`src/rtl/core_op_ctrl_if.sv`:
```
// Command, input-load, display-read and engine-control signals of the HW3 operation sequencer.
// master = command/host side, slave = core_op_ctrl.
interface core_op_ctrl_if #(
  parameter int ADDR_W = 11
);
  logic              i_op_valid;
  logic [3:0]        i_op_mode;
  logic              o_op_ready;
  logic              i_in_valid;
  logic              o_in_ready;
  logic              o_load_we;
  logic [ADDR_W-1:0] o_load_addr;
  logic              o_disp_re;
  logic [ADDR_W-1:0] o_disp_addr;
  logic              o_disp_last;
  logic              o_eng_start;
  logic [1:0]        o_eng_sel;
  logic              i_eng_done;
  logic [2:0]        o_origin_x;
  logic [2:0]        o_origin_y;
  logic [5:0]        o_depth;

  modport master (
    output i_op_valid, i_op_mode, i_in_valid, i_eng_done,
    input  o_op_ready, o_in_ready, o_load_we, o_load_addr,
           o_disp_re, o_disp_addr, o_disp_last,
           o_eng_start, o_eng_sel, o_origin_x, o_origin_y, o_depth
  );

  modport slave (
    input  i_op_valid, i_op_mode, i_in_valid, i_eng_done,
    output o_op_ready, o_in_ready, o_load_we, o_load_addr,
           o_disp_re, o_disp_addr, o_disp_last,
           o_eng_start, o_eng_sel, o_origin_x, o_origin_y, o_depth
  );
endinterface

```
`src/rtl/core_op_ctrl.sv`:
```
// Operation sequencer for the HW3 image core: command handshake, map load, display
// window addressing and engine launch. No pixel datapath lives here.
module core_op_ctrl #(
  parameter int ADDR_W = 11,
  parameter int N_LOAD = 2048,
  parameter int RD_LAT = 1
) (
  input  logic          i_clk,
  input  logic          i_rst,
  core_op_ctrl_if.slave io_if
);

  typedef enum logic [2:0] {
    S_RDY, S_WAIT, S_LOAD, S_UPD, S_DISP, S_DRAIN, S_ESTART, S_EWAIT
  } state_t;

  state_t            r_state;
  logic              r_op_ready;
  logic              r_in_ready;
  logic              r_disp_re;
  logic              r_disp_last;
  logic              r_eng_start;
  logic [1:0]        r_eng_sel;
  logic [ADDR_W-1:0] r_cnt;
  logic [ADDR_W-1:0] r_disp_addr;
  logic [3:0]        r_mode;
  logic [2:0]        r_x;
  logic [2:0]        r_y;
  logic [5:0]        r_depth;
  logic [4:0]        r_ch;
  logic [1:0]        r_q;
  logic [7:0]        r_drain;

  logic              w_accept;
  logic [4:0]        w_ch_n;
  logic [1:0]        w_q_n;
  logic              w_last_n;
  logic [ADDR_W-1:0] w_addr_n;

  // q = {dy,dx}; x+dx and y+dy never exceed 7, so the address is a plain bit concat.
  function automatic logic [ADDR_W-1:0] f_disp_addr(input logic [4:0] ch, input logic [1:0] q,
                                                    input logic [2:0] x, input logic [2:0] y);
    logic [2:0] px;
    logic [2:0] py;
    px = x + {2'b00, q[0]};
    py = y + {2'b00, q[1]};
    return ADDR_W'({ch, py, px});
  endfunction

  always_comb begin
    w_accept = io_if.i_in_valid & r_in_ready;
    w_q_n    = r_q + 2'd1;
    w_ch_n   = (r_q == 2'd3) ? r_ch + 5'd1 : r_ch;
    w_last_n = ({1'b0, w_ch_n} == r_depth - 6'd1) && (w_q_n == 2'd3);
    w_addr_n = f_disp_addr(w_ch_n, w_q_n, r_x, r_y);
  end

  always_ff @(posedge i_clk) begin
    if (i_rst) begin
      r_state     <= S_RDY;
      r_op_ready  <= 1'b0;
      r_in_ready  <= 1'b0;
      r_disp_re   <= 1'b0;
      r_disp_last <= 1'b0;
      r_eng_start <= 1'b0;
      r_eng_sel   <= '0;
      r_cnt       <= '0;
      r_disp_addr <= '0;
      r_mode      <= '0;
      r_x         <= '0;
      r_y         <= '0;
      r_depth     <= 6'd32;
      r_ch        <= '0;
      r_q         <= '0;
      r_drain     <= '0;
    end else begin
      case (r_state)
        // Other states raise the strobe as they enter RDY; straight out of reset it is
        // still low, so RDY holds one extra cycle to emit the pulse.
        S_RDY: begin
          if (r_op_ready) begin
            r_op_ready <= 1'b0;
            r_state    <= S_WAIT;
          end else begin
            r_op_ready <= 1'b1;
          end
        end
        S_WAIT: begin
          if (io_if.i_op_valid) begin
            r_mode <= io_if.i_op_mode;
            case (io_if.i_op_mode)
              4'd0: begin
                r_in_ready <= 1'b1;
                r_cnt      <= '0;
                r_state    <= S_LOAD;
              end
              4'd7: begin
                r_ch        <= '0;
                r_q         <= '0;
                r_disp_re   <= 1'b1;
                r_disp_last <= 1'b0;
                r_disp_addr <= f_disp_addr(5'd0, 2'd0, r_x, r_y);
                r_state     <= S_DISP;
              end
              4'd8, 4'd9, 4'd10: begin
                r_eng_start <= 1'b1;
                r_eng_sel   <= io_if.i_op_mode[1:0];
                r_state     <= S_ESTART;
              end
              default: r_state <= S_UPD;
            endcase
          end
        end
        S_LOAD: begin
          if (w_accept) begin
            if (r_cnt == ADDR_W'(N_LOAD - 1)) begin
              r_cnt      <= '0;
              r_in_ready <= 1'b0;
              r_op_ready <= 1'b1;
              r_state    <= S_RDY;
            end else begin
              r_cnt <= r_cnt + 1'b1;
            end
          end
        end
        S_UPD: begin
          case (r_mode)
            4'd1: if (r_x != 3'd6) r_x <= r_x + 3'd1;
            4'd2: if (r_x != 3'd0) r_x <= r_x - 3'd1;
            4'd3: if (r_y != 3'd0) r_y <= r_y - 3'd1;
            4'd4: if (r_y != 3'd6) r_y <= r_y + 3'd1;
            4'd5: if (r_depth == 6'd32) r_depth <= 6'd16;
                  else if (r_depth == 6'd16) r_depth <= 6'd8;
            4'd6: if (r_depth == 6'd8) r_depth <= 6'd16;
                  else if (r_depth == 6'd16) r_depth <= 6'd32;
            default: ;
          endcase
          r_op_ready <= 1'b1;
          r_state    <= S_RDY;
        end
        S_DISP: begin
          if (r_disp_last) begin
            r_disp_re   <= 1'b0;
            r_disp_last <= 1'b0;
            r_drain     <= '0;
            r_state     <= S_DRAIN;
          end else begin
            r_ch        <= w_ch_n;
            r_q         <= w_q_n;
            r_disp_addr <= w_addr_n;
            r_disp_last <= w_last_n;
          end
        end
        S_DRAIN: begin
          if (r_drain == 8'(RD_LAT - 1)) begin
            r_op_ready <= 1'b1;
            r_state    <= S_RDY;
          end else begin
            r_drain <= r_drain + 8'd1;
          end
        end
        S_ESTART: begin
          r_eng_start <= 1'b0;
          r_state     <= S_EWAIT;
        end
        S_EWAIT: begin
          if (io_if.i_eng_done) begin
            r_op_ready <= 1'b1;
            r_state    <= S_RDY;
          end
        end
        default: r_state <= S_RDY;
      endcase
    end
  end

  assign io_if.o_op_ready  = r_op_ready;
  assign io_if.o_in_ready  = r_in_ready;
  assign io_if.o_load_we   = w_accept;
  assign io_if.o_load_addr = r_cnt;
  assign io_if.o_disp_re   = r_disp_re;
  assign io_if.o_disp_addr = r_disp_addr;
  assign io_if.o_disp_last = r_disp_last;
  assign io_if.o_eng_start = r_eng_start;
  assign io_if.o_eng_sel   = r_eng_sel;
  assign io_if.o_origin_x  = r_x;
  assign io_if.o_origin_y  = r_y;
  assign io_if.o_depth     = r_depth;

endmodule

```
`src/flat_wrapper.sv`:
```
// flat-port wrapper written by rule: the top's interface ports become plain ports
module core_op_ctrl_flat 
#(
  parameter int ADDR_W = 11,
  parameter int N_LOAD = 2048,
  parameter int RD_LAT = 1
)
  (i_clk, i_rst, io_if_i_op_valid, io_if_i_op_mode, io_if_i_in_valid, io_if_i_eng_done, io_if_o_op_ready, io_if_o_in_ready, io_if_o_load_we, io_if_o_load_addr, io_if_o_disp_re, io_if_o_disp_addr, io_if_o_disp_last, io_if_o_eng_start, io_if_o_eng_sel, io_if_o_origin_x, io_if_o_origin_y, io_if_o_depth);
  core_op_ctrl_if #(.ADDR_W(ADDR_W)) io_if_i ();
  input  logic i_clk;
  input  logic i_rst;
  input wire logic [$bits(io_if_i.i_op_valid)-1:0] io_if_i_op_valid;
  input wire logic [$bits(io_if_i.i_op_mode)-1:0] io_if_i_op_mode;
  input wire logic [$bits(io_if_i.i_in_valid)-1:0] io_if_i_in_valid;
  input wire logic [$bits(io_if_i.i_eng_done)-1:0] io_if_i_eng_done;
  output wire logic [$bits(io_if_i.o_op_ready)-1:0] io_if_o_op_ready;
  output wire logic [$bits(io_if_i.o_in_ready)-1:0] io_if_o_in_ready;
  output wire logic [$bits(io_if_i.o_load_we)-1:0] io_if_o_load_we;
  output wire logic [$bits(io_if_i.o_load_addr)-1:0] io_if_o_load_addr;
  output wire logic [$bits(io_if_i.o_disp_re)-1:0] io_if_o_disp_re;
  output wire logic [$bits(io_if_i.o_disp_addr)-1:0] io_if_o_disp_addr;
  output wire logic [$bits(io_if_i.o_disp_last)-1:0] io_if_o_disp_last;
  output wire logic [$bits(io_if_i.o_eng_start)-1:0] io_if_o_eng_start;
  output wire logic [$bits(io_if_i.o_eng_sel)-1:0] io_if_o_eng_sel;
  output wire logic [$bits(io_if_i.o_origin_x)-1:0] io_if_o_origin_x;
  output wire logic [$bits(io_if_i.o_origin_y)-1:0] io_if_o_origin_y;
  output wire logic [$bits(io_if_i.o_depth)-1:0] io_if_o_depth;
  assign io_if_i.i_op_valid = io_if_i_op_valid;
  assign io_if_i.i_op_mode = io_if_i_op_mode;
  assign io_if_i.i_in_valid = io_if_i_in_valid;
  assign io_if_i.i_eng_done = io_if_i_eng_done;
  assign io_if_o_op_ready = io_if_i.o_op_ready;
  assign io_if_o_in_ready = io_if_i.o_in_ready;
  assign io_if_o_load_we = io_if_i.o_load_we;
  assign io_if_o_load_addr = io_if_i.o_load_addr;
  assign io_if_o_disp_re = io_if_i.o_disp_re;
  assign io_if_o_disp_addr = io_if_i.o_disp_addr;
  assign io_if_o_disp_last = io_if_i.o_disp_last;
  assign io_if_o_eng_start = io_if_i.o_eng_start;
  assign io_if_o_eng_sel = io_if_i.o_eng_sel;
  assign io_if_o_origin_x = io_if_i.o_origin_x;
  assign io_if_o_origin_y = io_if_i.o_origin_y;
  assign io_if_o_depth = io_if_i.o_depth;
  core_op_ctrl #(.ADDR_W(ADDR_W), .N_LOAD(N_LOAD), .RD_LAT(RD_LAT)) u_core (.i_clk(i_clk), .i_rst(i_rst), .io_if(io_if_i));
endmodule
```
`config.mk`:
```
export PLATFORM = sky130hd
export DESIGN_NAME = core_op_ctrl_flat
export DESIGN_NICKNAME = d
export VERILOG_FILES = /design/src/rtl/core_op_ctrl_if.sv /design/src/rtl/core_op_ctrl.sv /design/src/flat_wrapper.sv
export SDC_FILE = /design/constraint.sdc
export NUM_CORES = 1
export LEC_CHECK = 0
export BUFFER_PORTS_ARGS = -buffer_cell sky130_fd_sc_hd__buf_2
export CELL_PAD_IN_SITES_DETAIL_PLACEMENT = 2
export CELL_PAD_IN_SITES_GLOBAL_PLACEMENT = 2
export CORE_MARGIN = 5
export CORE_UTILIZATION = 36
export DETAILED_ROUTE_END_ITERATION = 8
export HOLD_SLACK_MARGIN = 0.03
export PLACE_DENSITY = 0.9
export SYNTH_ARGS = -nofsm -noshare
export SYNTH_HDL_FRONTEND = slang
export SYNTH_SLANG_ARGS = --single-unit
```
`constraint.sdc`:
```
create_clock -name i_clk -period 3.5 [get_ports i_clk]
set_input_delay 0.35 -clock i_clk [delete_from_list [all_inputs] [get_ports i_clk]]
set_output_delay 0.35 -clock i_clk [all_outputs]
set_load 0.02 [all_outputs]
```
==> flow_metrics.py <==
metrics = {
    "route": {
        "routed_wl_mm": 10.5,
        "ant_nets": 0,
        "post_drt_wl_per_cell_um": 19.8,
        "routed_via_density": 5.72,
        "vias": 3015,
        "first_pass_iters": 4,
        "drc": 0,
        "drt_iter0_markers": 75,
    },
    "timing": {
        "slew_viol_final": 0,
        "slew_headroom": 0.385,
        "setup_violations": 0,
        "max_clock_freq_mhz": 405,
        "finalCritPeriodShare": 0.705,
        "rsz0062_at_grt": "no",
        "period_minus_slack_ns": 2.47,
        "finalClockSkew_ns": 0.0108,
        "fin_tns_setup_ns": 0,
        "final-hold-violation-count": 0,
        "worstMarginPinSlew_ns": 0.923,
    },
    "global_route": {
        "grt_antenna_before_repair": 0,
        "grtUsageTotal": 0.195,
        "grt_max_degree": 32,
        "grt_pass1_wl_mm": 17.6,
        "grt_pass1_vias": 3365,
        "overflow": 0,
    },
    "yosys": {
        "synth_flop_cell": "dfxtp_1",
        "synth_area_leaders": "dfxtp_1 (35%), ha_1 (5.5%), nor2_1 (5.4%), mux2i_1 (4.4%), nand2_1 (3.6%)",
        "synth_common_cells": "dfxtp_1 (55), nor2_1 (46), nand2_1 (31)",
        "synth_cell_type_count": 67,
        "synth_top_family_by_area": "simple AND/OR/NAND/NOR gates",
        "yosysWarnings": 0,
        "yosysMostFrequentCell": "dfxtp_1",
        "postSynthAreaPerCell_um2": 8.41,
        "yosysTopAreaCell": "dfxtp_1",
        "synthAdderAreaFrac": 0.0706,
        "synth_seq_cells": 55,
        "synthCells": 379,
        "ys_seq_area_frac": 0.345,
        "synth_mux_area_frac": 0.0510,
        "yosys.area_share.simple": 0.263,
        "synth_edf_count": 0,
        "syn_area_um2": 3190,
        "synth_xor_area_frac": 0.0412,
        "yosys.area.top_type_share": 0.345,
        "synth_compound_area_frac": 0.179,
        "async_flop_share": 0,
    },
    "clock_network": {
        "clk_pin_slew_ns": 0.10,
        "cts_sinks": 55,
        "clock_latency_ns": 0.32,
        "cts_tree": "done",
        "cts_made_buffers": 5,
        "post_cts_buffers": 0,
        "ctsResizeCount": 0,
        "clock_path_buffers": 2,
        "h-tree-depth": 2,
        "cts_hold_buffers": 0,
        "clock-root-buffer": "clkbuf_8",
    },
    "finish": {
        "area_delta_synth_final_pct": 12.3,
        "nets": 443,
        "num_antenna_cells": 0,
        "fin_area_um2": 3580,
        "final_layout_size_suffix_gt1_frac": 0.165,
    },
    "status": {
        "status": "completed",
    },
    "die": {
        "io_pins": 51,
        "fp.dieH_um": 104,
        "dieArea_um2": 10800,
        "core_area_um2": 8680,
        "num_rows": 34,
        "die-width_um": 104,
        "initial_utilization": 0.367,
    },
    "placement": {
        "io_buffers": 47,
        "dp_hpwl_mm": 7.81,
        "dpl-instance-area_um2": 3480,
        "place_congestion": 0.814,
    },
    "setup_path": {
        "crit_buf_inv": 0,
        "slowest_stage": "dfxtp_1",
        "critPathMaxFanout": 10,
        "max_stage_delay_ns": 0.50,
        "critical_path.top_delay_family": "simple AND/OR/NAND/NOR gates",
        "crit_chain": "nand2b_1 -> or3_1 -> fa_1 -> or4_1 -> o2111ai_1 -> xor2_1 -> nor2_1",
        "crit_path_start_kind": "flip-flop",
        "critPathKind": "flip-flop to flip-flop",
        "arrival_ns": 2.66,
        "crit_path_end_kind": "flip-flop",
        "cp_data_required_time_ns": 3.69,
    },
    "pwr": {
        "p_int_mw": 0.977,
        "switching_power_mw": 0.533,
        "power.density_nw_per_um2": 422,
        "ir_worst_vdd_v": 0.000185,
        "p_clk_frac": 0.271,
        "seqPwrFrac": 0.489,
        "swShare": 0.353,
        "p_leak_nw": 1.36,
        "power_frac_comb": 0.240,
    },
    "worst_hold_path": {
        "hold_path.class": "input pin to flip-flop",
    },
    "job": {
        "drv_cap": 0,
    },
}
[layer usage]
| layer | global-route usage | share of wire | vias to the layer above |
|---|---|---|---|
| met5 | 0 | 0 | - |
| li1 | - | - | 1437 |
| met1 | 0.220 | 0.42 | 1518 |
| met3 | 0.0329 | 0.029 | 10 |
| met2 | 0.374 | 0.54 | 50 |
| met4 | 0.0500 | 0.012 | 0 |
[power by group through the flow]
stage / Clock, mW / Combinational, mW / Sequential [mW]
floorplan: 0 / 0.280 / 0.726
finish: 0.409 / 0.362 / 0.738
detailed placement: 0 / 0.360 / 0.753
global route: 0.454 / 0.398 / 0.750
global placement: 0 / 0.341 / 0.746
CTS: 0.425 / 0.365 / 0.738
[metrics by stage]
step / instances / power [mW] / setup WS (ns) / util / hold slack, ns
final: 527 / 1.51 / 1.03 / 0.413 / 0.342
after global routing: 527 / 1.60 / 0.942 / 0.413 / 0.359
after CTS: 527 / 1.53 / 1.02 / 0.413 / 0.334
after detailed placement: 519 / 1.11 / 1.07 / 0.401 / 0.488
after global placement: 519 / 1.09 / 1.24 / 0.401 / 0.468
after floorplan: 381 / 1.01 / 1.22 / - / 0.484
[cell families (layout without fill, tap and decap cells)]
family          Yosys count  in the layout
simple gates            158            158
compound gates           82             82
flops                    55             55
buf+inv                  35             73
fa+ha+maj                17             17
mux                      16             16
xor+xnor                 15             15
other cells               1              3
[worst paths after layout]
check | from | endpoint | slack (ns) | cells after the start
setup / recovery | u_core.r_mode[1] | u_core.io_if.o_origin_x[2] | 1.03 | 7
hold / removal | io_if_i_op_mode[2] | u_core.r_mode[2] | 0.34 | 3
setup reg to reg | u_core.r_mode[1] | u_core.io_if.o_origin_x[2] | 1.03 | 7
hold reg to reg | u_core.io_if.o_depth[4] | u_core.io_if.o_depth[4] | 0.51 | 2
[tightest hold or removal path: stages]
cell and delay, ns:
buf_2 0.13, mux2i_1 0.08, nor2_1 0.07
[cell usage in the layout (no fill, tap or decap), drive strengths merged, types with 3 or more instances in the layout]
cell type and instances:
conb 3, and3 3, dfxtp 55, nor2b 3, buf 48, nor4 4
o22ai 3, a21oi 20, clkbuf 8, a311oi 8, inv 17, mux2i 14
or4 4, ha 14, or3 4, nor3 6, a211oi 10, o21ai 13
nand2b 6, nand4 8, and2 9, nand3b 3, nand3 13, xnor2 6
nand2 32, a22oi 4, a31oi 7, xor2 9, nor2 47
[state kept, by name, summed over array words and instances, names as in the netlist]
register	flops
u_core.io_if.o_disp_last	1
u_core.io_if.o_load_addr	11
u_core.io_if.o_in_ready	1
u_core.r_state	3
u_core.io_if.o_disp_re	1
u_core.io_if.o_origin_y	3
u_core.io_if.o_depth	3
u_core.io_if.o_op_ready	1
u_core.io_if.o_disp_addr	7
u_core.r_drain	8
u_core.io_if.o_eng_start	1
u_core.io_if.o_eng_sel	2
u_core.io_if.o_origin_x	3
u_core.r_ch	4
u_core.r_mode	4
u_core.r_q	2
[area by class of cell]
cell class	count	area, um^2
fill	1030	5100
multi-input combinational	291	1940
sequential	55	1100
timing repair buffer	48	243
tap	108	135
clock buffer	8	100
inverter	17	63.8
(Power assumes the default switching activity.)
